<file path="src/rtl/uart_transmitter.sv">
`default_nettype none
// +----------------------------------------------------------------------------+
// | uart_transmitter: 8-bit UART serializer, optional parity, 1/2 stop bits,  |
// | one-entry holding register for back-to-back frames.  Rev 1.0               |
// +----------------------------------------------------------------------------+
module uart_transmitter #(
    parameter int CLKS_PER_BIT = 1,
    parameter int PARITY       = 0,
    parameter int STOP_BITS    = 1
) (
    input  logic       clk,
    input  logic       rst,
    input  logic       en,
    input  logic       valid,
    input  logic [7:0] data,
    output logic       rdy,
    output logic       tx,
    output logic       busy,
    output logic       done
);

    typedef enum logic [2:0] {
        S_IDLE   = 3'd0,
        S_START  = 3'd1,
        S_DATA   = 3'd2,
        S_PARITY = 3'd3,
        S_STOP   = 3'd4
    } state_t;

    localparam int                BAUD_W       = (CLKS_PER_BIT > 1) ? $clog2(CLKS_PER_BIT) : 1;
    localparam logic [BAUD_W-1:0] c_BAUD_LAST  = BAUD_W'(CLKS_PER_BIT - 1);
    localparam logic [2:0]        c_STOP_LAST  = 3'(STOP_BITS - 1);
    localparam bit                c_HAS_PARITY = (PARITY != 0);
    localparam bit                c_ODD        = (PARITY == 2);

    state_t            r_state;
    logic [BAUD_W-1:0] r_baud;
    logic [2:0]        r_bit;
    logic [7:0]        r_shift;
    logic              r_par;
    logic [7:0]        r_hold;
    logic              r_hold_full;

    logic w_accept;
    logic w_bit_end;
    logic w_frame_end;
    logic w_load;

    assign rdy         = en & ~r_hold_full;
    assign w_accept    = valid & rdy;
    assign w_bit_end   = (r_baud == c_BAUD_LAST);
    assign w_frame_end = (r_state == S_STOP) && w_bit_end && (r_bit == c_STOP_LAST);
    // Accept and load are mutually exclusive: one needs the holder empty, the other full.
    assign w_load      = r_hold_full && ((r_state == S_IDLE) || w_frame_end);

    always_ff @(posedge clk) begin
        if (rst || !en) begin
            r_state     <= S_IDLE;
            r_baud      <= '0;
            r_bit       <= '0;
            r_shift     <= '0;
            r_par       <= 1'b0;
            r_hold      <= '0;
            r_hold_full <= 1'b0;
            tx          <= 1'b1;
            busy        <= 1'b0;
            done        <= 1'b0;
        end else begin
            done <= 1'b0;

            if (w_accept) begin
                r_hold      <= data;
                r_hold_full <= 1'b1;
            end else if (w_load) begin
                r_hold_full <= 1'b0;
            end

            if (r_state != S_IDLE) begin
                r_baud <= w_bit_end ? '0 : r_baud + 1'b1;
            end

            if (w_load) begin
                r_state <= S_START;
                r_shift <= r_hold;
                r_par   <= (^r_hold) ^ c_ODD;
                r_baud  <= '0;
                r_bit   <= '0;
                tx      <= 1'b0;
                busy    <= 1'b1;
            end

            case (r_state)
                S_IDLE: begin
                    if (!r_hold_full) begin
                        tx   <= 1'b1;
                        busy <= 1'b0;
                    end
                end
                S_START: begin
                    if (w_bit_end) begin
                        r_state <= S_DATA;
                        r_bit   <= '0;
                        tx      <= r_shift[0];
                    end
                end
                S_DATA: begin
                    if (w_bit_end) begin
                        if (r_bit == 3'd7) begin
                            r_bit <= '0;
                            if (c_HAS_PARITY) begin
                                r_state <= S_PARITY;
                                tx      <= r_par;
                            end else begin
                                r_state <= S_STOP;
                                tx      <= 1'b1;
                            end
                        end else begin
                            r_bit   <= r_bit + 3'd1;
                            r_shift <= r_shift >> 1;
                            tx      <= r_shift[1];
                        end
                    end
                end
                S_PARITY: begin
                    if (w_bit_end) begin
                        r_state <= S_STOP;
                        r_bit   <= '0;
                        tx      <= 1'b1;
                    end
                end
                S_STOP: begin
                    if (w_bit_end) begin
                        if (r_bit == c_STOP_LAST) begin
                            done <= 1'b1;
                            if (!r_hold_full) begin
                                r_state <= S_IDLE;
                                tx      <= 1'b1;
                                busy    <= 1'b0;
                            end
                        end else begin
                            r_bit <= r_bit + 3'd1;
                        end
                    end
                end
                default: begin
                    r_state <= S_IDLE;
                    tx      <= 1'b1;
                    busy    <= 1'b0;
                end
            endcase
        end
    end

endmodule
`default_nettype wire

</file>
<file path="config.mk">
export PLATFORM = sky130hd
export DESIGN_NAME = uart_transmitter
export DESIGN_NICKNAME = d
export VERILOG_FILES = /design/src/rtl/uart_transmitter.sv
export SDC_FILE = /design/constraint.sdc
export NUM_CORES = 1
export LEC_CHECK = 0
export ABC_CLOCK_PERIOD_IN_PS = 2900
export BUFFER_PORTS_ARGS = -buffer_cell sky130_fd_sc_hd__buf_2
export CORE_UTILIZATION = 25
export CTS_BUF_LIST = sky130_fd_sc_hd__clkbuf_2
export DETAILED_ROUTE_END_ITERATION = 7
export REMOVE_ABC_BUFFERS = 1
export SLEW_MARGIN = 20
export SYNTH_ARGS = -nofsm -noshare
export SYNTH_HDL_FRONTEND = slang
export SYNTH_SLANG_ARGS = --single-unit
</file>
<file path="constraint.sdc">
create_clock -name clk -period 2.9 [get_ports clk]
set_input_delay 0.58 -clock clk [delete_from_list [all_inputs] [get_ports clk]]
set_output_delay 0.58 -clock clk [all_outputs]
set_load 0.03 [all_outputs]
</file>
# Yosys cells after proc, flatten, opt, wreduce, memory -nomap -nowiden
# Cells that the tools add are included.
# word_totals
regBits	27
latchBits	0
mem_bits_rw	0
mem_bits_ro	0
input_bits	12
out_inout_bits	4
word_cells	73
mem_count	0
# classes
n_addsub	2
n_mul	0
n_div	0
order_cmp	0
eq_ne	5
shifts	0
mux	38
bitwise_logic	5
reduce_logical	14
# op_table
op	count
$mux W3	14
$mux W8	4
$mux W1	16
$pmux W3 S5	1
$pmux W3 S3	1
$eq A3 B2 Y1 const B	2
$eq A3 B3 Y1 const B	2
$logic_not A3 Y1	2
$reduce_or A3 Y1	2
$pmux W1 S5	1
$reduce_or A2 Y1	2
$add A3 B1 Y3 const B	1
$eq A3 B1 Y1 const B	1
$logic_and A1 B1 Y1	3
$not A1 Y1	3
$pmux W1 S3	1
$reduce_bool A3 Y1	1
$and A1 B1 Y1	2
$logic_or A1 B1 Y1	2
$reduce_bool A2 Y1	1
$add A1 B1 Y1 const B	1
$logic_not A1 Y1	1

# Longest topological paths before layout
# Gate-level depths: netlist (run 1).
# depth
depth_word	10
ltp_mapped	7

# Worst setup path after synthesis (run 1)
# OpenSTA, ideal clock, no wires.
# synth_path
kind	input-to-reg
startpoint	input en
endpoint	register r_hold[0]
arrival_time_ns	1.615
required_ns	2.768
setup_slack_ns	1.153
path_stages	5
cell_sequence	nor2b_1 > clkbuf_1 > nand2_1 > nand2_1 > a21oi_1
# synth_via
elab_chain_len	2
elab_cells_between_ends	4
# synth_lines
element	line	source
start, declared	13	input logic en,
$and A1 B1 Y1	49	assign rdy = en & ~r_hold_full;
named net rdy	16	output logic rdy,
$and A1 B1 Y1	50	assign w_accept = valid & rdy;
end signal, assigned	72	r_hold <= data;
end, declared	41	logic [7:0] r_hold;
# The timed path passes the listed nets, and every way through them passes these cells.
# A chain may end at the register's enable or synchronous reset.

# Worst setup path after layout (run 1)
# layout_path
startpoint	register r_hold_full
endpoint	output rdy
# layout_via
elab_chain_len	2
# layout_lines
element	line	source
start, declared	42	logic r_hold_full;
start signal, assigned	64	r_hold_full <= 1'b0;
start signal, assigned	73	r_hold_full <= 1'b1;
start signal, assigned	75	r_hold_full <= 1'b0;
$not A1 Y1	49	
$and A1 B1 Y1	49	
end, declared	16	
# Every way passes these cells.

==> results.txt, run 1 <==
----------------------------------------------------
[Placed design]
  Weighted congestion at the end of routability-driven global placement ... 0.766
  Count of port buffers added during placement ... 15
  Placed cell area ... 1330 um^2
  Final HPWL DP ... 1790 um
  Placed cell count ... 222

[STA]
  Unrepaired setup endpoints after global routing ... false
  Remaining max-slew budget at the tightest pin ... 65.3%
  Final period utilization ... 64.7%
  Final-report hold violation count ... 0
  Final number of max-transition violations ... 0
  Transition time of the tightest slew-check pin ... 518 ps
  Setup_tns ... 0 ps
  Min cycle time layout ... 1880 ps
  Count of final setup violators ... 0
  Setup Skew ... 1.36 ps
  Max Fclk ... 533 MHz
  Fin Hold WS ... 425 ps

[Worst setup path]
  Max FO, Critical Path ... 10
  Worst setup EP type ... output pin
  Master of the slowest instance on the critical path ... dfxtp_1
  Crit path arrival time ... 1300 ps
  Classification of the worst setup path ... reg2out
  Crit path largest cell delay ... 520 ps
  Nature of the critical path startpoint ... flop
  Worst path bufs/invs ... 2
  Required time at the endpoint of the critical path ... 2320 ps
  Delay-heaviest family, CP ... flip-flops
  Chain of cells forming the critical path ... nor2b_1 > buf_4 > buf_2

[Synthesis]
  Netlist cell types ... 32
  Sequential element share of the synthesized area ... 42.6%
  Warnings from Yosys ... 0
  Register bit total from synthesis ... 26
  Number of instances in the synthesized netlist ... 149
  Average size of a mapped cell ... 8.20 um^2
  Summed instance area of the synthesized netlist ... 1220 um^2

[Floorplanning]
  Y dimension of the die ... 71.9 um
  Horiz. Die Dim ... 71.9 um
  Number of rows created at floorplan ... 25
  Starting density of the core ... 25.9%
  # IOs ... 16
  Area enclosed by the die boundary ... 5170 um^2
  Core area ... 4720 um^2

[CTS]
  Buffer depth of the longest clock path ... 2
  # Post-CTS Setup Buffers ... 0
  Clock tree from TritonCTS ... yes
  # clock sinks ... 26
  H-tree lvl count ... 1
  Clock transition at the registers of the reported paths ... 240 ps
  Number of buffers created by CTS ... 3
  Clock insertion delay at the later pin of the skew report ... 360 ps
  Root buffer selected by CTS ... clkbuf_2
  Hold buffers post-CTS ... 0
  Cells resized by post-CTS repair ... 0

[Flow run]
  Max-cap check violation count ... 0

[Global route]
  Largest net degree at the start of global routing ... 18
  Global route total overflow ... 0
  Antenna violations before repair ... 0
  GRT Util Overall ... 10.1%
  Global-route wire length before repair ... 4110 um
  Number of global-route vias before repair ... 929

[Layout]
  Final design area excluding fillers ... 1380 um^2
  Sequential cell area in the final layout ... 520 um^2
  Area used by multi-input combinational logic ... 623 um^2
  Post-route insts no fill ... 226
  Area growth from synthesis to final layout ... 12.7%
  Share of cells above drive strength 1 ... 14.5%
  ANT cells ... 0
  Final #Nets ... 175
  Number of inserted filler cells in the final layout ... 519

[Route]
  Vias per Instance ... 4.59
  Average wire per standard cell ... 10.9 um
  Drt initial violations ... 41
  Antenna-violating nets left ... 0
  Detailed-routing iteration count for the pre-antenna-repair pass ... 4
  Total Routed Length ... 2470 um
  Post-detailed-route DRC marker count ... 0
  Routed via count ... 1038

[Power]
  Pwr Total ... 633 uW
  Areal power density over the cells ... 459 nW/um^2
  Maximum vdd drop ... 0.206 mV
  P_leak ... 0.000478 uW

[Hold path]
  Worst min-delay path class ... in2reg

[Status]
  Result of the run ... finished, final reports clean

----------------------------------------------------
==> final timing paths <==
path,start,end,slack (ps),cells after the start
max reg2reg,r_bit[1],r_shift[1],1100,4
min,data[5],r_hold[5],420,3
min reg2reg,r_hold[4],r_hold[4],480,2
max,r_hold_full,rdy,1020,3
==> report_power, final <==
part | total, uW | switching (uW) | internal (uW) | leakage (uW)
clock network | 231 | 112 | 119 | 0.0000266
logic | 37.0 | 23.2 | 13.8 | 0.000242
registers | 365 | 2.85 | 362 | 0.000210
==> routing by layer <==
metal / share of wire, % / GRT usage [%]
met1: 51 / 13.7
met2: 44 / 15.4
met3: 2.5 / 1.67
met4: 2.2 / 5.23
met5: 0 / 0
==> registers in the layout (all words and copies together), names as in the netlist <==
| name | count |
|---|---|
| r_bit | 3 |
| done | 1 |
| r_hold | 8 |
| r_shift | 8 |
| r_state | 3 |
| r_hold_full | 1 |
| tx | 1 |
| busy | 1 |
==> through the flow <==
stage	worst slack, ps	util (%)
6_report	1020	29.2
5_1_grt	918	29.2
4_1_cts	990	29.2
3_5_place_dp	1160	28.2
3_3_place_gp	1160	28.2
2_1_floorplan	907	-
==> cells in the final DEF, fill, tap and decap left out, types with 2 or more instances in the layout <==
cell type / count
nor3_1: 2
a211o_1: 2
ha_1: 3
mux2i_1: 2
clkbuf_2: 3
a21oi_1: 15
a211oi_1: 2
nand2b_1: 4
o21ai_0: 4
dfxtp_1: 26
a311oi_1: 7
nor2b_1: 3
inv_1: 4
buf_4: 2
nand3_1: 10
nor2_1: 15
buf_2: 15
nand2_1: 25
==> cell usage after synthesis <==
library cell	count	area, um^2
a2111oi_0	1	8.76
a211o_1	2	17.5
a211oi_1	2	15.0
a211oi_4	1	20.0
a21boi_0	1	7.51
a21oi_1	15	75.1
a221oi_1	1	8.76
a22oi_1	1	7.51
a311oi_1	7	61.3
a31oi_1	1	6.26
and2b_1	1	7.51
buf_1	1	3.75
buf_6	3	33.8
clkbuf_1	7	26.3
dfxtp_1	26	521
ha_1	3	37.5
inv_1	4	15.0
mux2i_1	2	20.0
nand2_1	25	93.8
nand2b_1	4	25.0
nand3_1	10	50.1
nor2_1	15	56.3
nor2b_1	3	18.8
nor3_1	2	10.0
nor3b_1	1	7.51
o211ai_2	1	12.5
o21a_1	1	7.51
o21ai_0	4	20.0
o31ai_1	1	7.51
o41ai_1	1	8.76
or2_1	1	6.26
or3_1	1	6.26
==> worst register-to-register path, cell delays in order (launching register included) <==
cell	delay (ps)
dfxtp_1	400
ha_1	200
ha_1	230
or3_1	590
a311oi_1	310
==> cell type report <==
cell class	instances	share of cell area, %
inverter	4	1.09
timing repair buffer	17	6.54
sequential	26	37.8
clock buffer	3	1.09
tap	67	6.09
clock inverter	1	2.18
multi-input combinational	108	45.2
==> logic make-up (layout without fill, tap and decap cells) <==
| family | count (synthesis) | count (layout) | share of synthesized area, % |
|---|---|---|---|
| AND/OR/NAND/NOR | 63 | 63 | 23.0 |
| flip-flops | 26 | 26 | 42.6 |
| buffers and inverters | 15 | 25 | 6.45 |
| adder cells (fa/ha/maj) | 3 | 3 | 3.07 |
| multiplexers | 2 | 2 | 1.64 |
| AO/OA/AOI/OAI | 40 | 40 | 23.2 |
Power figures use the tool's default switching activity.
==> run 2: changes to the inputs <==
Settings changed: ABC_AREA set to 1, ABC_CLOCK_PERIOD_IN_PS 2900 to 1600.
Clock period 2.9 ns to 1.6 ns, I/O delays scaled along.
==> run 2 against run 1 <==
Net effect:
- cell count is 11% higher
- register-to-register slack got worse by 960 ps
- wire length is essentially flat
- worst hold slack worse by 250 ps
- worst setup slack worse by 910 ps
- non-clock buffer count rose by 2
- synthesized cell count is 13% higher
- largest power group unchanged
- clock-buffer cell count did not move
- first-iteration DRC count up 17%
- critical path depth decreased by 1
==> results.txt, run 2 <==
----------------------------------------------------
[Global route]
  Global route total overflow ... 0 (unchanged)
  Largest net degree at the start of global routing ... 21 (was 18)
  Antenna violations before repair ... 0 (unchanged)
  Global-route wire length before repair ... 4510 um (was 4110 um)
  Number of global-route vias before repair ... 1030 (was 929)
  GRT Util Overall ... 10.7% (was 10.1%)

[STA]
  Transition time of the tightest slew-check pin ... 372 ps (was 518 ps)
  Max Fclk ... 675 MHz
  Final period utilization ... 92.6%
  Min cycle time layout ... 1480 ps
  Unrepaired setup endpoints after global routing ... false (unchanged)
  Count of final setup violators ... 0 (unchanged)
  Final-report hold violation count ... 0 (unchanged)
  Remaining max-slew budget at the tightest pin ... 75.2% (was 65.3%)
  Setup Skew ... 4.85 ps (was 1.36 ps)
  Fin Hold WS ... 177 ps (was 425 ps)
  Final number of max-transition violations ... 0 (unchanged)
  Setup_tns ... 0 ps (unchanged)

[Layout]
  Number of inserted filler cells in the final layout ... 536 (was 519)
  Registers with the highest flip-flop counts ... r_hold x8, r_shift x8 (unchanged)
  Post-route insts no fill ... 251 (was 226)
  Share of cells above drive strength 1 ... 20.1% (was 14.5%)
  Highest-count cells in the layout ignoring fill and taps ... dfxtp_1, nand2_1, nand3_1 (was dfxtp_1, nand2_1, nor2_1, a21oi_1, buf_2)
  Area growth from synthesis to final layout ... 16.0% (was 12.7%)
  Sequential cell area in the final layout ... 520 um^2 (unchanged)
  ANT cells ... 0 (unchanged)
  Final #Nets ... 200 (was 175)
  Leading cell type in the layout, fill and taps excluded ... dfxtp_1 (unchanged)
  Final design area excluding fillers ... 1450 um^2 (was 1380 um^2)
  Area used by multi-input combinational logic ... 642 um^2 (was 623 um^2)

[Route]
  Drt initial violations ... 48 (was 41)
  Vias per Instance ... 4.31 (was 4.59)
  Average wire per standard cell ... 9.85 um (was 10.9 um)
  Post-detailed-route DRC marker count ... 0 (unchanged)
  Detailed-routing iteration count for the pre-antenna-repair pass ... 4 (unchanged)
  Total Routed Length ... 2470 um (about the same)
  Routed via count ... 1081 (was 1038)
  Antenna-violating nets left ... 0 (unchanged)

[Floorplanning]
  Area enclosed by the die boundary ... 5300 um^2 (was 5170 um^2)
  Core area ... 4790 um^2 (was 4720 um^2)
  Horiz. Die Dim ... 72.8 um (was 71.9 um)
  Number of rows created at floorplan ... 25 (unchanged)
  # IOs ... 16 (unchanged)
  Y dimension of the die ... 72.8 um (was 71.9 um)
  Starting density of the core ... 26.2% (was 25.9%)

[Synthesis]
  Summed instance area of the synthesized netlist ... 1250 um^2 (was 1220 um^2)
  Register bit total from synthesis ... 26 (unchanged)
  Warnings from Yosys ... 0 (unchanged)
  Proportion of register bits with asynchronous set or reset after synthesis ... 0% (unchanged)
  Average size of a mapped cell ... 7.46 um^2 (was 8.20 um^2)
  Cell types with the largest area share after synthesis ... dfxtp_1, nand3_1, nand2_1 (was dfxtp_1, nand2_1, a21oi_1)
  Number of instances in the synthesized netlist ... 168 (was 149)
  Sequential element share of the synthesized area ... 41.6% (was 42.6%)
  Netlist cell types ... 28 (was 32)
  Synth top area share ... 41.6% (was 42.6%)
  Post-synth EDFFs ... 0 (unchanged)
  Library cell with the highest instance count after synthesis ... dfxtp_1 (unchanged)
  Synth Flop Type ... dfxtp_1 (unchanged)
  Commonest cells in the netlist ... dfxtp_1, nand2_1, nand3_1, nor2_1, a21oi_1 (was dfxtp_1, nand2_1, a21oi_1, nor2_1, nand3_1)
  Library cell occupying the most area in the post-synthesis netlist ... dfxtp_1 (unchanged)

[CTS]
  # clock sinks ... 26 (unchanged)
  Buffer depth of the longest clock path ... 2 (unchanged)
  # Post-CTS Setup Buffers ... 0 (unchanged)
  Clock transition at the registers of the reported paths ... 250 ps (was 240 ps)
  Clock tree from TritonCTS ... yes (unchanged)
  Number of buffers created by CTS ... 3 (unchanged)
  Clock insertion delay at the later pin of the skew report ... 360 ps (about the same)
  H-tree lvl count ... 1 (unchanged)
  Root buffer selected by CTS ... clkbuf_2 (unchanged)

[Worst setup path]
  Master of the slowest instance on the critical path ... dfxtp_1 (unchanged)
  Launch point of the worst reg-to-reg path ... r_bit[0] (was r_bit[1])
  Worst path bufs/invs ... 1 (was 2)
  Critical path launch point ... r_hold_full (unchanged)
  Classification of the worst setup path ... reg2out (unchanged)
  Nature of the critical path startpoint ... flop (unchanged)
  Max FO, Critical Path ... 7 (was 10)
  Crit path largest cell delay ... 400 ps (was 520 ps)
  Crit path arrival time ... 1160 ps (was 1300 ps)
  Chain of cells forming the critical path ... nor2_4 > buf_2 (was nor2b_1 > buf_4 > buf_2)
  Slack of the worst reg-to-reg path ... 140 ps (was 1100 ps)
  Worst setup EP type ... output pin (unchanged)
  Required time at the endpoint of the critical path ... 1280 ps (was 2320 ps)
  Delay-heaviest family, CP ... flip-flops (unchanged)

[Placed design]
  Count of port buffers added during placement ... 15 (unchanged)
  Placed cell area ... 1400 um^2 (was 1330 um^2)
  Weighted congestion at the end of routability-driven global placement ... 0.857 (was 0.766)
  Placed cell count ... 247 (was 222)
  Final HPWL DP ... 1820 um (was 1790 um)

[Power]
  Pwr Total ... 1170 uW (was 633 uW)
  P_leak ... 0.000569 uW (was 0.000478 uW)
  Areal power density over the cells ... 806 nW/um^2 (was 459 nW/um^2)
  Maximum vdd drop ... 0.363 mV (was 0.206 mV)

[Hold path]
  Worst min-delay path class ... in2reg (unchanged)
  Worst Min Path Start ... data[4] (was data[5])

[Flow run]
  Max-cap check violation count ... 0 (unchanged)

[Status]
  Result of the run ... finished, final reports clean (unchanged)

----------------------------------------------------
run 2: stage by stage:
stage	setup WS (ps)	util, %
after global placement	168	29.3
after detailed placement	144	29.3
final	118	30.4
after global routing	12.6	30.4
after floorplan	11.4	-
after CTS	19.6	30.2
run 2: cell families (layout without fill, tap and decap cells):
| kind of cell | Yosys count | after routing | synth area share (%) |
|---|---|---|---|
| fa+ha+maj | 3 | 3 | 3.00 |
| simple gates | 78 | 78 | 29.1 |
| compound gates | 39 | 39 | 18.8 |
| buf+inv | 22 | 38 | 7.59 |
| flops | 26 | 26 | 41.6 |
run 2: path summary, 6_finish.rpt:
check               endpoint  depth (start not counted)
setup reg to reg  r_shift[2]                          9
setup / recovery         rdy                          2
hold reg to reg     r_bit[0]                          1
hold / removal     r_hold[4]                          3
run 2: power breakdown:
part           leakage, uW  total, uW  switching (uW)  internal [uW]
combinational     0.000332       88.7            55.4           33.4
clock            0.0000266        419             204            215
sequential        0.000210        662            4.84            657
run 2: what timing repair did:
item	in CTS	in global routing
hold buffers	0	0
setup endpoints to repair	0	1
resized for setup	0	1
run 2: area by class of cell:
class / instances / share of cell area [%]
Clock buffer: 3 / 1.03
Clock inverter: 1 / 2.07
Inverter: 15 / 3.88
Multi-Input combinational cell: 120 / 44.2
Sequential cell: 26 / 35.8
Tap cell: 67 / 5.77
Timing Repair Buffer: 19 / 7.24
run 2: metal layers:
layer	share of wire, %	track usage [%]	wire length [um]
met3	3.8	2.35	95
met5	0	0	0
met4	1.1	3.92	28
met2	43	16.2	1060
met1	52	14.8	1290
run 2: worst min-delay path: cells and delay by family:
kind,cells,cell delay [ps]
AO/OA/AOI/OAI,1,50
AND/OR/NAND/NOR,1,60
buffers and inverters,1,90
